$ cat src/rtl/donesync_pkg.sv
// Shared types and defaults for the sampler-to-top completion synchronizer.
package donesync_pkg;

    localparam int COUNT_W_DEF = 16;
    localparam int FIFO_AW_DEF = 2;

    typedef enum logic [1:0] {
        ST_IDLE = 2'd0,
        ST_REQ  = 2'd1,
        ST_REL  = 2'd2
    } state_e;

endpackage

$ cat src/rtl/donesync_if.sv
// Completion-report signals between the sampler core, donesync and the top domain.
interface donesync_if
    import donesync_pkg::*;
#(
    parameter int COUNT_W = COUNT_W_DEF
);
    logic               sampler_donesync_done;
    logic [COUNT_W-1:0] sampler_donesync_count;
    logic               samplertop_donesync_ack;
    logic               donesync_samplertop_req;
    logic [COUNT_W-1:0] donesync_samplertop_count;
    logic               donesync_sampler_busy;
    logic               donesync_sampler_overflow;

    modport slave (
        input  sampler_donesync_done,
        input  sampler_donesync_count,
        input  samplertop_donesync_ack,
        output donesync_samplertop_req,
        output donesync_samplertop_count,
        output donesync_sampler_busy,
        output donesync_sampler_overflow
    );

    modport master (
        output sampler_donesync_done,
        output sampler_donesync_count,
        output samplertop_donesync_ack,
        input  donesync_samplertop_req,
        input  donesync_samplertop_count,
        input  donesync_sampler_busy,
        input  donesync_sampler_overflow
    );
endinterface

$ cat src/rtl/donesync_fifo.sv
// Report queue: synchronous FIFO whose pointers carry an extra wrap bit.
module donesync_fifo #(
    parameter int W  = 16,
    parameter int AW = 2
) (
    input  logic         clk_i,
    input  logic         rst_i,
    input  logic         push_i,
    input  logic [W-1:0] data_i,
    input  logic         pop_i,
    output logic [W-1:0] data_o,
    output logic         full_o,
    output logic         empty_o
);
    localparam int DEPTH = 1 << AW;

    logic [AW:0]  wr_ptr_q;
    logic [AW:0]  rd_ptr_q;
    logic [W-1:0] mem_q [DEPTH];
    logic         do_push;
    logic         do_pop;

    assign empty_o = (wr_ptr_q == rd_ptr_q);
    assign full_o  = (wr_ptr_q[AW] != rd_ptr_q[AW]) &&
                     (wr_ptr_q[AW-1:0] == rd_ptr_q[AW-1:0]);
    assign do_pop  = pop_i && !empty_o;
    // A pop in the same cycle frees a slot, so a push into a full queue still lands.
    assign do_push = push_i && (!full_o || do_pop);
    assign data_o  = mem_q[rd_ptr_q[AW-1:0]];

    always_ff @(posedge clk_i or posedge rst_i) begin
        if (rst_i) begin
            wr_ptr_q <= '0;
            rd_ptr_q <= '0;
        end else begin
            if (do_push) wr_ptr_q <= wr_ptr_q + (AW+1)'(1);
            if (do_pop)  rd_ptr_q <= rd_ptr_q + (AW+1)'(1);
        end
    end

    always_ff @(posedge clk_i) begin
        if (do_push) mem_q[wr_ptr_q[AW-1:0]] <= data_i;
    end
endmodule

$ cat src/rtl/donesync.sv
// Queues capture-done reports and sends each to the top domain over a four-phase req/ack handshake.
module donesync
    import donesync_pkg::*;
#(
    parameter int COUNT_W = COUNT_W_DEF,
    parameter int FIFO_AW = FIFO_AW_DEF
) (
    input  logic      clk_sampler,
    input  logic      rst_sampler_sync,
    donesync_if.slave bus
);
    state_e             state_q;
    logic               req_q;
    logic [COUNT_W-1:0] count_q;
    logic               overflow_q;
    logic               ack_m_q;
    logic               ack_s_q;

    logic [COUNT_W-1:0] fifo_data;
    logic               fifo_full;
    logic               fifo_empty;
    logic               pop;
    logic               drop;

    // Gating on ack_s keeps a stuck-high ack from starting a new report.
    assign pop  = (state_q == ST_IDLE) && !fifo_empty && !ack_s_q;
    assign drop = bus.sampler_donesync_done && fifo_full && !pop;

    donesync_fifo #(
        .W  (COUNT_W),
        .AW (FIFO_AW)
    ) u_fifo (
        .clk_i   (clk_sampler),
        .rst_i   (rst_sampler_sync),
        .push_i  (bus.sampler_donesync_done),
        .data_i  (bus.sampler_donesync_count),
        .pop_i   (pop),
        .data_o  (fifo_data),
        .full_o  (fifo_full),
        .empty_o (fifo_empty)
    );

    always_ff @(posedge clk_sampler or posedge rst_sampler_sync) begin
        if (rst_sampler_sync) begin
            ack_m_q <= 1'b0;
            ack_s_q <= 1'b0;
        end else begin
            ack_m_q <= bus.samplertop_donesync_ack;
            ack_s_q <= ack_m_q;
        end
    end

    always_ff @(posedge clk_sampler or posedge rst_sampler_sync) begin
        if (rst_sampler_sync) begin
            state_q    <= ST_IDLE;
            req_q      <= 1'b0;
            count_q    <= '0;
            overflow_q <= 1'b0;
        end else begin
            if (drop) overflow_q <= 1'b1;
            case (state_q)
                ST_IDLE: begin
                    if (pop) begin
                        count_q <= fifo_data;
                        req_q   <= 1'b1;
                        state_q <= ST_REQ;
                    end
                end
                ST_REQ: begin
                    if (ack_s_q) begin
                        req_q   <= 1'b0;
                        state_q <= ST_REL;
                    end
                end
                ST_REL: begin
                    if (!ack_s_q) state_q <= ST_IDLE;
                end
                default: begin
                    req_q   <= 1'b0;
                    state_q <= ST_IDLE;
                end
            endcase
        end
    end

    assign bus.donesync_samplertop_req   = req_q;
    assign bus.donesync_samplertop_count = count_q;
    assign bus.donesync_sampler_overflow = overflow_q;
    assign bus.donesync_sampler_busy     = (state_q != ST_IDLE) || !fifo_empty;
endmodule

$ cat src/flat_wrapper.sv
// flat-port wrapper written by rule: the top's interface ports become plain ports
module donesync_flat import donesync_pkg::*;
#(
    parameter int COUNT_W = COUNT_W_DEF,
    parameter int FIFO_AW = FIFO_AW_DEF
)
  (clk_sampler, rst_sampler_sync, bus_sampler_donesync_done, bus_sampler_donesync_count, bus_samplertop_donesync_ack, bus_donesync_samplertop_req, bus_donesync_samplertop_count, bus_donesync_sampler_busy, bus_donesync_sampler_overflow);
  donesync_if #(.COUNT_W(COUNT_W)) bus_i ();
  input  logic clk_sampler;
  input  logic rst_sampler_sync;
  input wire logic [$bits(bus_i.sampler_donesync_done)-1:0] bus_sampler_donesync_done;
  input wire logic [$bits(bus_i.sampler_donesync_count)-1:0] bus_sampler_donesync_count;
  input wire logic [$bits(bus_i.samplertop_donesync_ack)-1:0] bus_samplertop_donesync_ack;
  output wire logic [$bits(bus_i.donesync_samplertop_req)-1:0] bus_donesync_samplertop_req;
  output wire logic [$bits(bus_i.donesync_samplertop_count)-1:0] bus_donesync_samplertop_count;
  output wire logic [$bits(bus_i.donesync_sampler_busy)-1:0] bus_donesync_sampler_busy;
  output wire logic [$bits(bus_i.donesync_sampler_overflow)-1:0] bus_donesync_sampler_overflow;
  assign bus_i.sampler_donesync_done = bus_sampler_donesync_done;
  assign bus_i.sampler_donesync_count = bus_sampler_donesync_count;
  assign bus_i.samplertop_donesync_ack = bus_samplertop_donesync_ack;
  assign bus_donesync_samplertop_req = bus_i.donesync_samplertop_req;
  assign bus_donesync_samplertop_count = bus_i.donesync_samplertop_count;
  assign bus_donesync_sampler_busy = bus_i.donesync_sampler_busy;
  assign bus_donesync_sampler_overflow = bus_i.donesync_sampler_overflow;
  donesync #(.COUNT_W(COUNT_W), .FIFO_AW(FIFO_AW)) u_core (.clk_sampler(clk_sampler), .rst_sampler_sync(rst_sampler_sync), .bus(bus_i));
endmodule
$ cat config.mk
export PLATFORM = sky130hd
export DESIGN_NAME = donesync_flat
export DESIGN_NICKNAME = d
export VERILOG_FILES = /design/src/rtl/donesync_pkg.sv /design/src/rtl/donesync_if.sv /design/src/rtl/donesync_fifo.sv /design/src/rtl/donesync.sv /design/src/flat_wrapper.sv
export SDC_FILE = /design/constraint.sdc
export NUM_CORES = 1
export LEC_CHECK = 0
export ABC_AREA = 0
export CAP_MARGIN = 20
export CORE_MARGIN = 5
export CORE_UTILIZATION = 50
export DETAILED_ROUTE_END_ITERATION = 8
export PLACE_DENSITY = 0.72
export SLEW_MARGIN = 10
export SYNTH_ARGS = -nofsm -noshare
export SYNTH_HDL_FRONTEND = slang
export SYNTH_HIERARCHICAL = 1
export SYNTH_SLANG_ARGS = --single-unit
$ cat constraint.sdc
create_clock -name clk_sampler -period 3.3 [get_ports clk_sampler]
set_clock_uncertainty 0.2 [all_clocks]
set_input_delay 0.66 -clock clk_sampler [delete_from_list [all_inputs] [get_ports clk_sampler]]
set_output_delay 0.66 -clock clk_sampler [all_outputs]
set_load 0.02 [all_outputs]
==> flow_metrics.tcl <==
set metrics [dict create \
    yosys.area_share.simple_pct 2.643 \
    power_frac_comb_pct 37.1 \
    critPathLaunch "u_core/u_fifo/wr_ptr_q[0]" \
    worst_hold_path_type "reg2reg" \
    maxCapViolCount 0 \
    dieHeight_um 94.84 \
    grt_pass1_wl_mm 9.308 \
    p_total_uw 4081 \
    antenna_cells 0 \
    final.setup.worst_slack_ns 0.2612 \
    root_buffer "clkbuf_8" \
    yosys_warnings 6 \
    rr_startpoint "u_core/u_fifo/wr_ptr_q[0]" \
    fmax_mhz 329.1 \
    grt_max_degree 19 \
    path_clk_slew_ns 0.10 \
    p_seq_share_pct 43.7 \
    via_per_inst 5.142 \
    synth_common_cells "64 x edfxtp_1, 28 x dfrtp_1, 16 x mux2_2" \
    drcViolationCount 0 \
    die_w_um 94.84 \
    synthMostInstantiatedCell "edfxtp_1" \
    grt_pass1_vias 1738 \
    wl_met2_mm 2.918 \
    ios 39 \
    min_from "u_core/ack_m_q" \
    slew_viol_final 0 \
    clock_latency_ns 0.36 \
    layout-drive-gt1-share_pct 25.45 \
    grt.total_usage_pct 14.57 \
    rsz0062_at_grt "false" \
    post_dp_cell_area_um2 4098 \
    p_sw_uw 1344 \
    yosys.area.top_type "edfxtp_1" \
    seq_area_um2 2623 \
    max_slew_margin_pct 38.78 \
    start_util_pct 50.42 \
    pre_cts_ws_ns 0.4664 \
    gp_congestion 0.7488 \
    dr.max_layer_used "met4" \
    syn_nets 195 \
    total_leakage_power_uw 0.001544 \
    clock_path_buffers 2 \
    synth_edf_count 64 \
    drt-met1-wl_mm 2.513 \
    nFillCells 543 \
    critPathArrivalTime_ns 2.18 \
    die_area_um2 8994 \
    ir_worst_vdd_mv 0.3551 \
    antenna_found_initial 0 \
    status "finished, final reports clean" \
    finalSetupViolCount 0 \
    hold_viol_final 0 \
    crit_path_start_kind "flip-flop" \
    clock_sinks 92 \
    hpwl_mm 3.682 \
    wire_per_inst_um 17.87 \
    final_cell_area_um2 4319 \
    crit_path_end_kind "output pin" \
    ant_nets 0 \
    min_period_ns 3.039 \
    cts_tree "built" \
    fin_nets 244 \
    drt_iter0_markers 29 \
    synth_adder_area_share_pct 1.739 \
    cp.required_ns 2.44 \
    powerDensity_nw_per_um2 945.0 \
    routed_wirelength_mm 5.773 \
    htreeDepth 3 \
    ys_seq_area_share_pct 72.88 \
    synth_xor_area_share_pct 2.921 \
    async_reset_ff_share_pct 30.43 \
    vias 1661 \
    core_um2 7137 \
    multiInputGateArea_um2 919.6 \
    num_rows 31 \
    worst-path-max-fanout 7 \
    synth_compound_area_share_pct 2.051 \
    cts_buffers 9 \
    p_int_uw 2737 \
    io_buffers 38 \
    wl_met3_um 243 \
    yosysTopAreaCellShare_pct 53.41 \
    post-route-period-util_pct 92.09 \
    synth.distinct_cells 29 \
    netlist_area_um2 3598 \
    syn_avg_cell_area_um2 21.17 \
    muxShareOfSynthArea_pct 16.06 \
    p_sw_share_pct 32.94 \
    p_clk_share_pct 19.2 \
    crit_type "reg2out" \
    syn_inst 170 \
    postCtsHoldBufs 0 \
    synth_seq_cells 92 \
    synth_top_family_by_area "multiplexers" \
    grt_overflow 0 \
    synthTopCellsByArea "edfxtp_1 53%, dfrtp_1 19%, mux4_2 7.5%" \
    worstMarginPinSlew_ns 0.9182 \
    finalSetupTns_ns 0 \
    drt_pass1_iterations 4 \
    area_delta_synth_final_pct 20.03 \
    synthFlopType "edfxtp_1" \
]
==> metal layers <==
layer,vias up,GRT usage [%]
li1,771,-
met2,33,23.14
met3,10,5.498
met5,-,0
met1,847,18.30
met4,0,5.409
==> placed cells by master (no fill, tap or decap), drive strengths merged, types with 2 or more instances in the layout <==
| master | instances |
|---|---|
| and2 | 2 |
| and3 | 3 |
| buf | 5 |
| clkbuf | 9 |
| clkdlybuf4s50 | 38 |
| clkinv | 3 |
| dfrtp | 28 |
| edfxtp | 64 |
| ha | 5 |
| inv | 8 |
| mux2 | 18 |
| mux4 | 16 |
| nor3 | 3 |
| o41ai | 2 |
| xnor2 | 5 |
| xor2 | 4 |
==> path summary, 6_finish.rpt <==
check,endpoint,slack [ns],cells past startpoint
hold reg to reg,u_core/ack_s_q,0.17,0
setup / recovery,bus_donesync_sampler_busy,0.26,5
max in group asynchronous,u_core/bus.donesync_samplertop_count[15],1.81,3
setup reg to reg,u_core/u_fifo/mem_q[2][6],0.56,5
hold / removal,u_core/ack_s_q,0.17,0
min in group asynchronous,u_core/u_fifo/wr_ptr_q[2],0.35,2
==> layout make-up <==
class	instances	share of cell area [%]
Tap cell	99	2.868
Timing Repair Buffer	43	9.676
Multi-Input combinational cell	68	21.29
Clock inverter	7	2.144
Sequential cell	92	60.72
Clock buffer	9	2.868
Inverter	5	0.4345
==> flip-flops by register name, summed over array words and instances, names as in the netlist <==
register and cells:
u_core/state_q 2, u_core/bus.donesync_samplertop_count 16, u_core/u_fifo/rd_ptr_q 3, u_core/bus.donesync_samplertop_req 1, u_core/ack_m_q 1, u_core/bus.donesync_sampler_overflow 1, u_core/u_fifo/mem_q 64, u_core/u_fifo/wr_ptr_q 3
u_core/ack_s_q 1
==> repair_timing <==
action                                  in CTS  in global routing
resized for setup                            0                  1
endpoints found under the setup margin       0                  1
setup buffers                                0                  0
==> worst max-delay path, stage by stage, from the launching register on <==
cell,delay (ns)
dfrtp_1,0.47
xor2_2,0.23
nor3_2,0.28
nor2b_1,0.23
nand2b_1,0.07
clkdlybuf4s50_1,0.53
==> cell families after synthesis <==
logic type / after synthesis
AOI/OAI and AO/OA: 7
xor gates and xnor gates: 9
adders and majority gates: 5
buffers and inverters: 10
DFF: 92
muxes: 34
and+or+nand+nor: 13
==> power by group through the flow <==
stage	clock (µW)	combinational, µW	sequential (µW)
floorplan	0	924	1910
global route	855	1640	1830
global placement	0	1510	1810
finish	784	1510	1780
CTS	814	1540	1790
detailed placement	0	1540	1820
==> per-stage QoR <==
step                      std cells  util (%)  hold WS (ns)
after floorplan                 170         -        0.1312
after global placement          307     57.42        0.1440
after global routing            323     60.52        0.1826
final                           323     60.52        0.1659
after detailed placement        307     57.42        0.1427
after CTS                       323     60.45        0.1703
Power figures use the tool's default switching activity.
